[config.mk]
export PLATFORM = sky130hd
export DESIGN_NAME = ds_burst_gate_flat
export DESIGN_NICKNAME = d
export VERILOG_FILES = /design/src/rtl/ds_pkg.sv /design/src/rtl/cm_if_lvl.sv /design/src/rtl/ds_if.sv /design/src/rtl/ds_burst_tmr.sv /design/src/rtl/ds_burst_gate.sv /design/src/flat_wrapper.sv
export SDC_FILE = /design/constraint.sdc
export NUM_CORES = 1
export LEC_CHECK = 0
export ABC_AREA = 1
export BUFFER_PORTS_ARGS = -buffer_cell sky130_fd_sc_hd__buf_2
export CAP_MARGIN = 20
export CORE_ASPECT_RATIO = 0.75
export CORE_MARGIN = 4
export CORE_UTILIZATION = 56
export CTS_BUF_LIST = sky130_fd_sc_hd__clkbuf_8
export CTS_CLUSTER_DIAMETER = 120
export DETAILED_ROUTE_END_ITERATION = 10
export GPL_TIMING_DRIVEN = 0
export MAX_ROUTING_LAYER = met4
export PLACE_DENSITY = 0.85
export SLEW_MARGIN = 0
export SYNTH_ARGS = -nofsm -noshare
export SYNTH_HDL_FRONTEND = slang
export SYNTH_SLANG_ARGS = --single-unit
export TNS_END_PERCENT = 1
[constraint.sdc]
create_clock -name i_clk -period 3.25 [get_ports i_clk]
set_input_delay 0.8125 -clock i_clk [delete_from_list [all_inputs] [get_ports i_clk]]
set_output_delay 0.8125 -clock i_clk [all_outputs]
set_load 0.02 [all_outputs]
[src/rtl/ds_pkg.sv]
// Shared types and helpers for the ds_* stream blocks.
package ds_pkg;

  // Burst gate states: waiting for a burst to be available, or passing one.
  typedef enum logic [0:0] {
    BG_IDLE  = 1'b0,
    BG_BURST = 1'b1
  } t_burst_st;

  // Ceiling log2; sclog2(1) = 0, sclog2(9) = 4, sclog2(65) = 7.
  function automatic int sclog2(input int val);
    int res;
    res = 0;
    for (int i = 0; i < 31; i++) begin
      if ((32'd1 << i) < val) begin
        res = i + 1;
      end else begin
        res = res;
      end
    end
    return res;
  endfunction

  // Counter width able to hold 0..max_val, never narrower than one bit.
  function automatic int cnt_width(input int max_val);
    int w;
    w = sclog2(max_val + 1);
    return (w < 1) ? 1 : w;
  endfunction

endpackage

[src/rtl/cm_if_lvl.sv]
// Occupancy level interface: producer reports level and a threshold compare,
// consumer supplies the threshold.
interface cm_if_lvl #(
  parameter int LVL_W = 5
) ();
  logic [LVL_W-1:0] lvl;
  logic             lvl_gte;
  logic [LVL_W-1:0] lvl_thr;

  modport mst (output lvl, output lvl_gte, input lvl_thr);
  modport slv (input lvl, input lvl_gte, output lvl_thr);
endinterface

[src/rtl/ds_if.sv]
// Valid/ready stream interface carrying one beat of DTYPE per transfer.
interface ds_if #(
  parameter type DTYPE = logic [7:0]
) ();
  DTYPE data;
  logic vld;
  logic rdy;

  modport mst (output data, output vld, input rdy);
  modport slv (input data, input vld, output rdy);
endinterface

[src/rtl/ds_burst_tmr.sv]
// Saturating idle counter: clear has priority, counts up on enable and
// stops at MAX; done flags that the limit has been reached.
module ds_burst_tmr
  import ds_pkg::*;
#(
  parameter int MAX = 64
) (
  input  logic i_clk,
  input  logic i_rst_n,
  input  logic i_clr,
  input  logic i_en,
  output logic o_done
);

  localparam int               CNT_W = cnt_width(MAX);
  localparam logic [CNT_W-1:0] MAX_C = CNT_W'(MAX);

  logic [CNT_W-1:0] cnt_r;

  // Counter register: clear, saturating increment, or hold
  always_ff @(posedge i_clk or negedge i_rst_n) begin
    if (!i_rst_n) begin
      cnt_r <= {CNT_W{1'b0}};
    end else if (i_clr) begin
      cnt_r <= {CNT_W{1'b0}};
    end else if (i_en && (cnt_r != MAX_C)) begin
      cnt_r <= cnt_r + CNT_W'(1);
    end else begin
      cnt_r <= cnt_r;
    end
  end

  assign o_done = (cnt_r == MAX_C);

endmodule

[src/rtl/ds_burst_gate.sv]
// Burst-forming gate behind ds_fifo: holds traffic until a full burst is
// buffered (or a partial one has waited TIMEOUT cycles), then passes exactly
// that many beats, marking the final one and reporting the length up front.
module ds_burst_gate
  import ds_pkg::*;
#(
  parameter int  BURST_LEN = 16,
  parameter int  TIMEOUT   = 64,
  parameter int  LVL_W     = 5,
  parameter type DTYPE     = logic [7:0]
) (
  input  logic             i_clk,
  input  logic             i_rst_n,
  ds_if.slv                if_in,
  cm_if_lvl.slv            if_in_lvl,
  ds_if.mst                if_out,
  output logic             o_last,
  output logic [LVL_W-1:0] o_len
);

  localparam logic [LVL_W-1:0] BURST_LEN_C = LVL_W'(BURST_LEN);
  localparam logic [LVL_W-1:0] ZERO_C      = {LVL_W{1'b0}};
  localparam logic [LVL_W-1:0] ONE_C       = LVL_W'(1);
  localparam bit               FLUSH_EN    = (TIMEOUT != 0);

  t_burst_st        state_r;
  t_burst_st        state_nxt_s;
  logic [LVL_W-1:0] cnt_r;
  logic [LVL_W-1:0] cnt_nxt_s;
  logic [LVL_W-1:0] len_r;
  logic [LVL_W-1:0] len_nxt_s;
  logic [LVL_W-1:0] part_len_s;
  logic             tmr_clr_s;
  logic             tmr_en_s;
  logic             tmr_done_s;
  logic             flush_s;
  logic             out_vld_s;
  logic             in_rdy_s;
  logic             xfer_s;
  logic             last_s;
  DTYPE             data_s;

  // The timer only runs while idle with something buffered; holding it clear
  // during a burst means it restarts from zero on every return to idle.
  assign tmr_clr_s = (state_r != BG_IDLE) || (if_in_lvl.lvl == ZERO_C);
  assign tmr_en_s  = 1'b1;

  ds_burst_tmr #(
    .MAX (TIMEOUT)
  ) u_tmr (
    .i_clk   (i_clk),
    .i_rst_n (i_rst_n),
    .i_clr   (tmr_clr_s),
    .i_en    (tmr_en_s),
    .o_done  (tmr_done_s)
  );

  // Partial-burst length is clamped because lvl_gte lags lvl by a cycle and
  // the level may already have crossed BURST_LEN when the timeout fires.
  assign part_len_s = (if_in_lvl.lvl < BURST_LEN_C) ? if_in_lvl.lvl : BURST_LEN_C;
  assign flush_s    = FLUSH_EN && tmr_done_s && (if_in_lvl.lvl != ZERO_C);

  // Next-state, burst counter and stream handshake decode
  always_comb begin
    state_nxt_s = state_r;
    cnt_nxt_s   = cnt_r;
    len_nxt_s   = len_r;
    out_vld_s   = 1'b0;
    in_rdy_s    = 1'b0;
    xfer_s      = 1'b0;
    last_s      = 1'b0;
    case (state_r)
      BG_IDLE: begin
        if (if_in_lvl.lvl_gte) begin
          state_nxt_s = BG_BURST;
          cnt_nxt_s   = BURST_LEN_C;
          len_nxt_s   = BURST_LEN_C;
        end else if (flush_s) begin
          state_nxt_s = BG_BURST;
          cnt_nxt_s   = part_len_s;
          len_nxt_s   = part_len_s;
        end else begin
          state_nxt_s = BG_IDLE;
        end
      end
      BG_BURST: begin
        out_vld_s = if_in.vld;
        in_rdy_s  = if_out.rdy;
        xfer_s    = if_in.vld && if_out.rdy;
        last_s    = (cnt_r == ONE_C);
        if (xfer_s) begin
          cnt_nxt_s   = cnt_r - ONE_C;
          state_nxt_s = (cnt_r == ONE_C) ? BG_IDLE : BG_BURST;
        end else begin
          state_nxt_s = BG_BURST;
        end
      end
      default: begin
        state_nxt_s = BG_IDLE;
        cnt_nxt_s   = ZERO_C;
      end
    endcase
  end

  // State, remaining-beat count and reported burst length
  always_ff @(posedge i_clk or negedge i_rst_n) begin
    if (!i_rst_n) begin
      state_r <= BG_IDLE;
      cnt_r   <= ZERO_C;
      len_r   <= ZERO_C;
    end else begin
      state_r <= state_nxt_s;
      cnt_r   <= cnt_nxt_s;
      len_r   <= len_nxt_s;
    end
  end

  assign data_s            = if_in.data;
  assign if_out.data       = data_s;
  assign if_out.vld        = out_vld_s;
  assign if_in.rdy         = in_rdy_s;
  assign if_in_lvl.lvl_thr = BURST_LEN_C;
  assign o_last            = last_s;
  assign o_len             = len_r;

endmodule
[src/flat_wrapper.sv]
// flat-port wrapper written by rule: the top's interface ports become plain ports
module ds_burst_gate_flat import ds_pkg::*;
#(
  parameter int  BURST_LEN = 16,
  parameter int  TIMEOUT   = 64,
  parameter int  LVL_W     = 5,
  parameter type DTYPE     = logic [7:0]
)
  (i_clk, i_rst_n, o_last, o_len, if_in_data, if_in_vld, if_in_rdy, if_in_lvl_lvl, if_in_lvl_lvl_gte, if_in_lvl_lvl_thr, if_out_data, if_out_vld, if_out_rdy);
  ds_if #(.DTYPE(DTYPE)) if_in_i ();
  cm_if_lvl #(.LVL_W(LVL_W)) if_in_lvl_i ();
  ds_if #(.DTYPE(DTYPE)) if_out_i ();
  input  logic i_clk;
  input  logic i_rst_n;
  output logic o_last;
  output logic [LVL_W-1:0] o_len;
  input wire logic [$bits(if_in_i.data)-1:0] if_in_data;
  input wire logic [$bits(if_in_i.vld)-1:0] if_in_vld;
  output wire logic [$bits(if_in_i.rdy)-1:0] if_in_rdy;
  input wire logic [$bits(if_in_lvl_i.lvl)-1:0] if_in_lvl_lvl;
  input wire logic [$bits(if_in_lvl_i.lvl_gte)-1:0] if_in_lvl_lvl_gte;
  output wire logic [$bits(if_in_lvl_i.lvl_thr)-1:0] if_in_lvl_lvl_thr;
  output wire logic [$bits(if_out_i.data)-1:0] if_out_data;
  output wire logic [$bits(if_out_i.vld)-1:0] if_out_vld;
  input wire logic [$bits(if_out_i.rdy)-1:0] if_out_rdy;
  assign if_in_i.data = if_in_data;
  assign if_in_i.vld = if_in_vld;
  assign if_in_rdy = if_in_i.rdy;
  assign if_in_lvl_i.lvl = if_in_lvl_lvl;
  assign if_in_lvl_i.lvl_gte = if_in_lvl_lvl_gte;
  assign if_in_lvl_lvl_thr = if_in_lvl_i.lvl_thr;
  assign if_out_data = if_out_i.data;
  assign if_out_vld = if_out_i.vld;
  assign if_out_i.rdy = if_out_rdy;
  ds_burst_gate #(.BURST_LEN(BURST_LEN), .TIMEOUT(TIMEOUT), .LVL_W(LVL_W), .DTYPE(DTYPE)) u_core (.i_clk(i_clk), .i_rst_n(i_rst_n), .if_in(if_in_i), .if_in_lvl(if_in_lvl_i), .if_out(if_out_i), .o_last(o_last), .o_len(o_len));
endmodule
==> impl_metrics.toml, run 1 <==
[run_status]
status = "finished clean"

[clocking]
clk_pin_slew_worst_paths_ps = 70
cts_made_buffers = 3
numClockSinks = 18
ctsHtreeMaxLevel = 1
cts_resized = 0
clock_latency_ps = 250
post-cts-setup-buffer-count = 0
hold_buffers = 0
max-clock-path-buffers = 2
clock-root-buffer = "clkbuf_8"
cts_tree = "yes"

[setup_path]
endpoint_kind = "primary output"
critical_path_class = "register to primary output"
reg2reg_slack_ps = 1820
cp.required_ps = 2440
critPathMaxFanout = 3
r2r_start = "u_core.u_tmr.cnt_r[0]$_DFFE_PN0P_"
arrival_ps = 1310
reg2reg_to = "u_core.cnt_r[0]$_DFFE_PN0P_"
reg2reg_depth = 9
cp-start-kind = "register"

[global_routing]
grt_first_pass_wirelength_mm = 4.229
antenna_found_initial = 0
grt_pass1_vias = 1004
overflow = 0
grt_usage_pct = 20.54
grt_max_degree = 19

[place]
place_ws_ps = 1280
detailed_place_hpwl_mm = 1.925
globalplace.congestion = 0.9586
port_buffers = 25

[power]
ir_drop_v = 0.0003875
pwr_density_cell_nw_per_um2 = 682.9
power_mw = 0.9596
p_leak_nw = 0.8010

[synth]
ys_top_cells_by_count = "nand2_1 (39), nand3_1 (20), dfrtp_1 (18)"
yosysUniqueCellTypes = 23
avgSynthCellArea_um2 = 7.686
yosysMostFrequentCell = "nand2_1"
synth_top_area_share_pct = 38.05
yosysTopAreaCell = "dfrtp_1"
synthAdderAreaFrac_pct = 4.228
netlist_area_um2 = 1184
yosys_register_bits = 18
synth_edf_count = 0
muxShareOfSynthArea_pct = 0
syn-instance-count = 154
synthFlopType = "dfrtp_1"
synth_top_family_by_area = "simple AND/OR/NAND/NOR gates"
synth_compound_area_share_pct = 2.537
ys_warn_count = 0
synthArstFlopShare_pct = 100.0
yosys.area_share.simple_pct = 36.68
yosysSeqAreaShare_pct = 38.05
yosys-top-cells-area = "dfrtp_1 (38%), nand2_1 (12%), nand3_1 (8.5%), buf_4 (8.2%), inv_1 (4.4%)"
synthXorXnorAreaFrac_pct = 3.700

[sta]
slew_violations = 0
finClkSkew_ps = 1.490
max_freq_mhz = 471.7
rsz0062_at_grt = "no"
fin_ws_ps = 1130
setup_tns_ps = 0
finalCritPeriodShare_pct = 65.23
whs_ps = 483.1
layout_min_cycle_time_ps = 2120
final-setup-viol-count = 0
hold_violations = 0

[layout]
num_antenna_cells = 0
fillers = 169
syn_to_final_growth_pct = 18.71
fin_nets = 209
layout-drive-gt1-share_pct = 31.18

[detailed_routing]
drt_iter0_drc = 35
firstDrtPassIters = 4
wl_mm = 2.507
drc = 0
ant_nets = 0
via_count = 1050
wl_per_cell_um = 11.94
viasPerCell = 5.000

[floorplan]
die-height_um = 47.82
initial_core_util_pct = 58.76
io_pins = 39
die_area_um2 = 2921
core.rowCount = 14
core_area_um2 = 2014
die_w_um = 61.09

[flow_run]
drv_cap = 0

[worst_hold_path]
hp-class = "input port to asynchronous set/reset pin"
==> worst max-delay path: stages, from the launching register on <==
cell and delay, ps:
dfrtp_1 390, inv_1 100, ha_1 170, nand3_1 100, nor2_1 120, buf_2 170
==> layout by cell type (no fill, tap or decap), types with 5 or more instances in the layout <==
cell	count
buf_2	27
buf_4	13
inv_1	14
conb_1	5
nand3_1	20
nand2_1	39
dfrtp_1	18
nor2_1	13
==> registers in the layout, indices dropped and copies added (netlist names) <==
name	flops
u_core.state_r	1
u_core.cnt_r	5
u_core.u_tmr.cnt_r	7
u_core.o_len	5
==> per-stage QoR <==
stage                     instances  instance area [µm²]  util (%)
after detailed placement        206                 1350     67.02
after global placement          206                 1350     67.02
after floorplan                 157                 1195         -
final                           210                 1405     69.75
after global routing            210                 1405     69.75
after CTS                       210                 1405     69.75
==> cell families (layout without fill, tap and decap cells) <==
kind of cell	after synthesis	count (layout)
AO/OA/AOI/OAI	6	6
XOR/XNOR	5	5
adder cells (fa/ha/maj)	4	4
buffers and inverters	31	60
flip-flops	18	18
other	2	5
AND/OR/NAND/NOR	88	88
==> power by group <==
group | leakage, nW | switching, mW | internal (mW)
Clock | 0.0288 | 0.0759 | 0.108
Combinational | 0.536 | 0.285 | 0.159
Sequential | 0.236 | 0.0470 | 0.285
Total | 0.801 | 0.408 | 0.552
==> layout make-up <==
cell class	count	area (µm²)	area share, %
Sequential cell	18	450.4	32.06
Clock buffer	4	55.05	3.918
Inverter	16	60.06	4.274
Timing Repair Buffer	25	125.1	8.905
Buffer	15	107.6	7.658
Multi-Input combinational cell	108	576.8	41.05
Tap cell	24	30.03	2.137
==> worst max-delay path by stage <==
stage                                startpoint    endpoint  slack, ps  cells past startpoint
CTS                 u_core.cnt_r[1]$_DFFE_PN0P_      o_last       1140                      5
global route        u_core.cnt_r[2]$_DFFE_PN0P_      o_last       1040                      4
global placement                      if_in_vld  if_out_vld       1290                      4
finish              u_core.cnt_r[1]$_DFFE_PN0P_      o_last       1130                      5
floorplan                            if_out_rdy   if_in_rdy       1450                      2
detailed placement                   if_out_rdy   if_in_rdy       1280                      4
==> per-layer routing <==
metal	up-vias	GRT usage (%)	share of wire, %
li1	527	-	-
met1	467	26.54	45
met2	51	32.70	46
met3	5	4.313	8.7
met4	0	6.061	0.84
met5	-	-	0
(Power assumes the default switching activity.)
==> inputs of run 2 (changes only) <==
Settings changed: CORE_UTILIZATION 56 to 47, PLACE_DENSITY 0.85 to 0.76.
Clock period 3.25 ns to 1.8 ns, I/O delays scaled along.
==> impl_metrics.toml, run 2 (synthesis results as in run 1) <==
[layout]
fin_nets = 209
largest_register_ffs = 7
layout_common_cells = "nand2_1 (39), buf_2 (24), nand3_1 (20), dfrtp_1 (18)"
ff_latch_area_um2 = 450.4
stdcell_area_um2 = 1430
layout-drive-gt1-share_pct = 32.26
fillers = 232
final_common_cell = "nand2_1"
multi_input_area_um2 = 581.8
num_antenna_cells = 0
final_core_util_pct = 60.96
syn_to_final_growth_pct = 20.82
regMostFlops = "u_core.u_tmr.cnt_r"

[setup_path]
cp-start-kind = "register"
arrival_ps = 1260
endpoint_kind = "primary output"
cp.required_ps = 1350
critical_path_class = "register to primary output"
critPathMaxFanout = 10

[clocking]
cts_tree = "yes"
ctsHtreeMaxLevel = 1
max-clock-path-buffers = 2
clock_latency_ps = 250
post-cts-setup-buffer-count = 0
cts_made_buffers = 3
clock-root-buffer = "clkbuf_8"
clk_pin_slew_worst_paths_ps = 70
numClockSinks = 18

[place]
placedInstanceArea_um2 = 1363
globalplace.congestion = 0.8755
detailed_place_hpwl_mm = 1.889
port_buffers = 25

[power]
p_switching_mw = 0.7132
power_mw = 1.726
pwr_density_cell_nw_per_um2 = 1207
pwr-share-clk_pct = 18.9
p_leak_nw = 0.8022
ir_drop_v = 0.0006545
swShare_pct = 41.33
p_int_mw = 1.012
pwr-share-comb_pct = 46.4
seq_power_share_pct = 34.7

[detailed_routing]
via_count = 1033
ant_nets = 0
wl_per_cell_um = 10.80
drc = 0
wl_mm = 2.376
firstDrtPassIters = 5
drt_iter0_drc = 40
viasPerCell = 4.695

[sta]
rsz0062_at_grt = "no"
slew_violations = 0
final-setup-viol-count = 0
finalCritPeriodShare_pct = 94.83
max_freq_mhz = 585.8
whs_ps = 126.6
layout_min_cycle_time_ps = 1707
hold_violations = 0
finClkSkew_ps = 3.540
setup_tns_ps = 0

[flow_run]
drv_cap = 0

[floorplan]
io_pins = 39
initial_core_util_pct = 50.45
core.rowCount = 15
die-height_um = 51.46
die_w_um = 65.95
core_area_um2 = 2346
die_area_um2 = 3394

[global_routing]
grt_first_pass_wirelength_mm = 4.029
grt_pass1_vias = 919
grt_usage_pct = 16.10
overflow = 0
antenna_found_initial = 0
grt_max_degree = 19

[run_status]
status = "finished clean"

[worst_hold_path]
hp-class = "input port to asynchronous set/reset pin"
run 2: path summary, 6_finish.rpt:
path | startpoint | end | slack [ps] | depth (start not counted)
hold reg to reg | u_core.o_len[3]$_DFFE_PN0P_ | u_core.o_len[3]$_DFFE_PN0P_ | 500 | 2
min in group i_clk | if_in_lvl_lvl[3] | u_core.o_len[3]$_DFFE_PN0P_ | 480 | 3
setup / recovery | u_core.state_r$_DFF_PN0_ | o_last | 90 | 5
hold / removal | i_rst_n | u_core.cnt_r[3]$_DFFE_PN0P_ | 130 | 1
max in group asynchronous | i_rst_n | u_core.u_tmr.cnt_r[1]$_DFFE_PN0P_ | 1380 | 1
setup reg to reg | u_core.u_tmr.cnt_r[0]$_DFFE_PN0P_ | u_core.cnt_r[0]$_DFFE_PN0P_ | 380 | 9
run 2: power groups by stage:
stage / registers [mW] / clock network (mW) / logic [mW]
3_5_place_dp: 0.600 / 0 / 0.784
4_1_cts: 0.593 / 0.345 / 0.788
5_1_grt: 0.609 / 0.365 / 0.908
2_1_floorplan: 0.633 / 0 / 0.556
3_3_place_gp: 0.596 / 0 / 0.762
6_report: 0.599 / 0.326 / 0.801
run 2: critical path, cell delays in order, from the launching register on:
cell and delay [ps]:
dfrtp_1 350, clkbuf_4 160, inv_1 90, clkbuf_4 200, nor2_2 50, buf_4 150
run 2: area by class of cell:
cell class	count	area share [%]
clock buffers	4	3.850
plain buffers	15	7.874
flip-flops and latches	18	31.50
well taps	34	2.975
multi-input cells	108	40.68
repair buffers	25	8.924
inverters	16	4.199
run 2: metal layers:
| metal | part of all wire (%) | global-route usage, % | vias up |
|---|---|---|---|
| met5 | 0 | - | - |
| met4 | 0.80 | 5.068 | 0 |
| met2 | 44 | 23.29 | 35 |
| met3 | 7.6 | 4.615 | 2 |
| met1 | 48 | 21.77 | 465 |
| li1 | - | - | 531 |
run 2: what timing repair did:
item	in CTS	in global routing
setup endpoints to repair	0	1
gates resized for setup	0	5
hold buffers	0	0
run 2: metrics by stage:
stage,instances,setup slack (ps)
2_1_floorplan,157,379.8
3_3_place_gp,216,340.0
3_5_place_dp,216,319.9
4_1_cts,220,34.71
5_1_grt,220,1.849
6_report,220,93.06
==> inputs of run 3 (changes only) <==
Settings changed: CORE_UTILIZATION 47 to 48, SYNTH_HIERARCHICAL from default to 1.
==> impl_metrics.toml, run 3 <==
[synth]
yosysTopAreaCell = "dfrtp_1"
ys_warn_count = 6
yosysMostFrequentCell = "nand2_1"
ys_top_cells_by_count = "nand2_1 (61), inv_1 (19), nand3_1 (19)"
yosysSeqAreaShare_pct = 34.85
syn-instance-count = 184
yosysUniqueCellTypes = 22
synth_top_area_share_pct = 34.85
synthXorXnorAreaFrac_pct = 1.355
synth_compound_area_share_pct = 1.549
avgSynthCellArea_um2 = 7.024
synth_top_family_by_area = "simple AND/OR/NAND/NOR gates"
netlist_area_um2 = 1292
synthArstFlopShare_pct = 100.0
synthAdderAreaFrac_pct = 3.872
synth_edf_count = 0
muxShareOfSynthArea_pct = 0
yosys.area_share.simple_pct = 39.88
synthFlopType = "dfrtp_1"
yosys-top-cells-area = "dfrtp_1 (35%), nand2_1 (18%), buf_4 (8.1%), nand3_1 (7.4%), inv_1 (5.5%)"
yosys_register_bits = 18

[sta]
fin_ws_ps = 83.34
final-setup-viol-count = 0
layout_min_cycle_time_ps = 1717
finalCritPeriodShare_pct = 95.37
hold_violations = 0
finClkSkew_ps = 9.285
max_freq_mhz = 582.5
slew_violations = 0

[power]
p_switching_mw = 0.7065
p_int_mw = 0.9642
p_leak_nw = 0.8934
power_mw = 1.671
seq_power_share_pct = 36.8
pwr-share-clk_pct = 17.3
ir_drop_v = 0.0006772
swShare_pct = 42.29
pwr-share-comb_pct = 45.9
pwr_density_cell_nw_per_um2 = 1078

[floorplan]
core.rowCount = 15
io_pins = 39
initial_core_util_pct = 53.39
die-height_um = 52.94
die_area_um2 = 3596
die_w_um = 67.92
core_area_um2 = 2421

[setup_path]
r2r_start = "u_core/u_tmr/cnt_r[0]$_DFFE_PN0P_"
worst_path_largest_cell_delay_ps = 400
reg2reg_to = "u_core/cnt_r[0]$_DFFE_PN0P_"
endpoint_kind = "primary output"
reg2reg_slack_ps = 160
critPathMaxFanout = 3
worstPathCellList = "inv_1, ha_1, nand3_2, nor2_1, buf_4"
critical_path_class = "register to primary output"
reg2reg_depth = 10
cp.required_ps = 1350
arrival_ps = 1270
crit_slowest_cell = "dfrtp_1"
cp-start-kind = "register"

[global_routing]
grt_first_pass_wirelength_mm = 4.843
grt_usage_pct = 18.39
grt_max_degree = 19
overflow = 0
antenna_found_initial = 0
grt_pass1_vias = 1174

[clocking]
clock-root-buffer = "clkbuf_8"
clock_latency_ps = 260
numClockSinks = 18
clk_pin_slew_worst_paths_ps = 70
ctsHtreeMaxLevel = 1
max-clock-path-buffers = 2
cts_tree = "yes"
cts_made_buffers = 3
hold_buffers = 0

[layout]
fin_nets = 245
stdcell_area_um2 = 1550
num_antenna_cells = 0
layout-drive-gt1-share_pct = 27.60
largest_register_ffs = 7
layout_common_cells = "nand2_1 (61), buf_2 (24), inv_1 (19), nand3_1 (18), dfrtp_1 (17)"
regMostFlops = "u_core/u_tmr/cnt_r"
final_common_cell = "nand2_1"
fillers = 215
syn_to_final_growth_pct = 19.94

[detailed_routing]
firstDrtPassIters = 4
drt_iter0_drc = 44
wl_per_cell_um = 11.49
drc = 0
wl_mm = 2.929
via_count = 1228
ant_nets = 0
viasPerCell = 4.816

[worst_hold_path]
hp-class = "input port to asynchronous set/reset pin"

[run_status]
status = "finished clean"

[place]
place_ws_ps = 185.3
globalplace.congestion = 0.8944
detailed_place_hpwl_mm = 2.276
placedInstanceArea_um2 = 1490
port_buffers = 25

[flow_run]
drv_cap = 0
run 3: cell count changes after synthesis, sizes merged, moves of 3 or more:
cell	before	now
nand4	1	8
clkinv	0	3
inv	16	21
nand2	47	65
run 3: layout make-up:
type	instances	area, µm²	share of cell area [%]
plain buffers	17	138.9	8.959
inverters	24	92.59	5.973
multi-input cells	133	648.1	41.81
clock buffers	3	41.29	2.663
repair buffers	26	135.1	8.717
flip-flops and latches	18	451.7	29.14
well taps	34	42.54	2.744
run 3: kinds of logic (layout without fill, tap and decap cells):
family | after synthesis | after routing
flops | 18 | 18
fa+ha+maj | 4 | 4
compound gates | 4 | 4
simple gates | 113 | 113
other cells | 2 | 10
buf+inv | 41 | 70
xor+xnor | 2 | 2
run 3: power groups by stage:
stage	registers [mW]	logic, mW	clock network, mW
after global placement	0.611	0.699	0
after global routing	0.630	0.858	0.309
after floorplan	0.641	0.503	0
after CTS	0.606	0.730	0.290
final	0.615	0.767	0.289
after detailed placement	0.614	0.725	0
run 3: layer usage:
metal / vias up / part of all wire (%) / GRT usage [%]
li1: 624 / - / -
met2: 67 / 45 / 29.92
met3: 4 / 9.9 / 5.308
met1: 533 / 44 / 21.96
met5: - / 0 / -
met4: 0 / 0.92 / 5.941
run 3: worst max path at each step:
stage / startpoint / to / slack [ps]
finish: u_core/cnt_r[1]$_DFFE_PN0P_ / o_last / 80
global route: u_core/cnt_r[1]$_DFFE_PN0P_ / o_last / -20
CTS: u_core/cnt_r[2]$_DFFE_PN0P_ / o_last / 90
detailed placement: u_core/u_tmr/cnt_r[0]$_DFFE_PN0P_ / u_core/cnt_r[0]$_DFFE_PN0P_ / 190
global placement: u_core/u_tmr/cnt_r[0]$_DFFE_PN0P_ / u_core/cnt_r[4]$_DFFE_PN0P_ / 220
floorplan: u_core/u_tmr/cnt_r[0]$_DFFE_PN0P_ / u_core/cnt_r[0]$_DFFE_PN0P_ / 380
run 3: repair_timing:
item                       CTS  global route
resized for setup            0             4
buffers inserted             0             1
setup endpoints to repair    0             1
run 3: stage by stage:
step / cells / setup TNS (ps) / utilization [%] / hold slack, ps
after floorplan: 192 / 0 / - / 154.4
after CTS: 254 / 0 / 63.26 / 121.9
after global routing: 255 / -15.76 / 64.03 / 137.3
final: 255 / 0 / 64.03 / 105.2
after global placement: 251 / 0 / 61.55 / 412.4
after detailed placement: 251 / 0 / 61.55 / 404.9
run 3: critical path, delay by kind of cell (launching register included):
kind                     cells  cell delay, ps
buffers and inverters        2             230
flip-flops                   1             400
adder cells (fa/ha/maj)      1             170
AND/OR/NAND/NOR              2             200
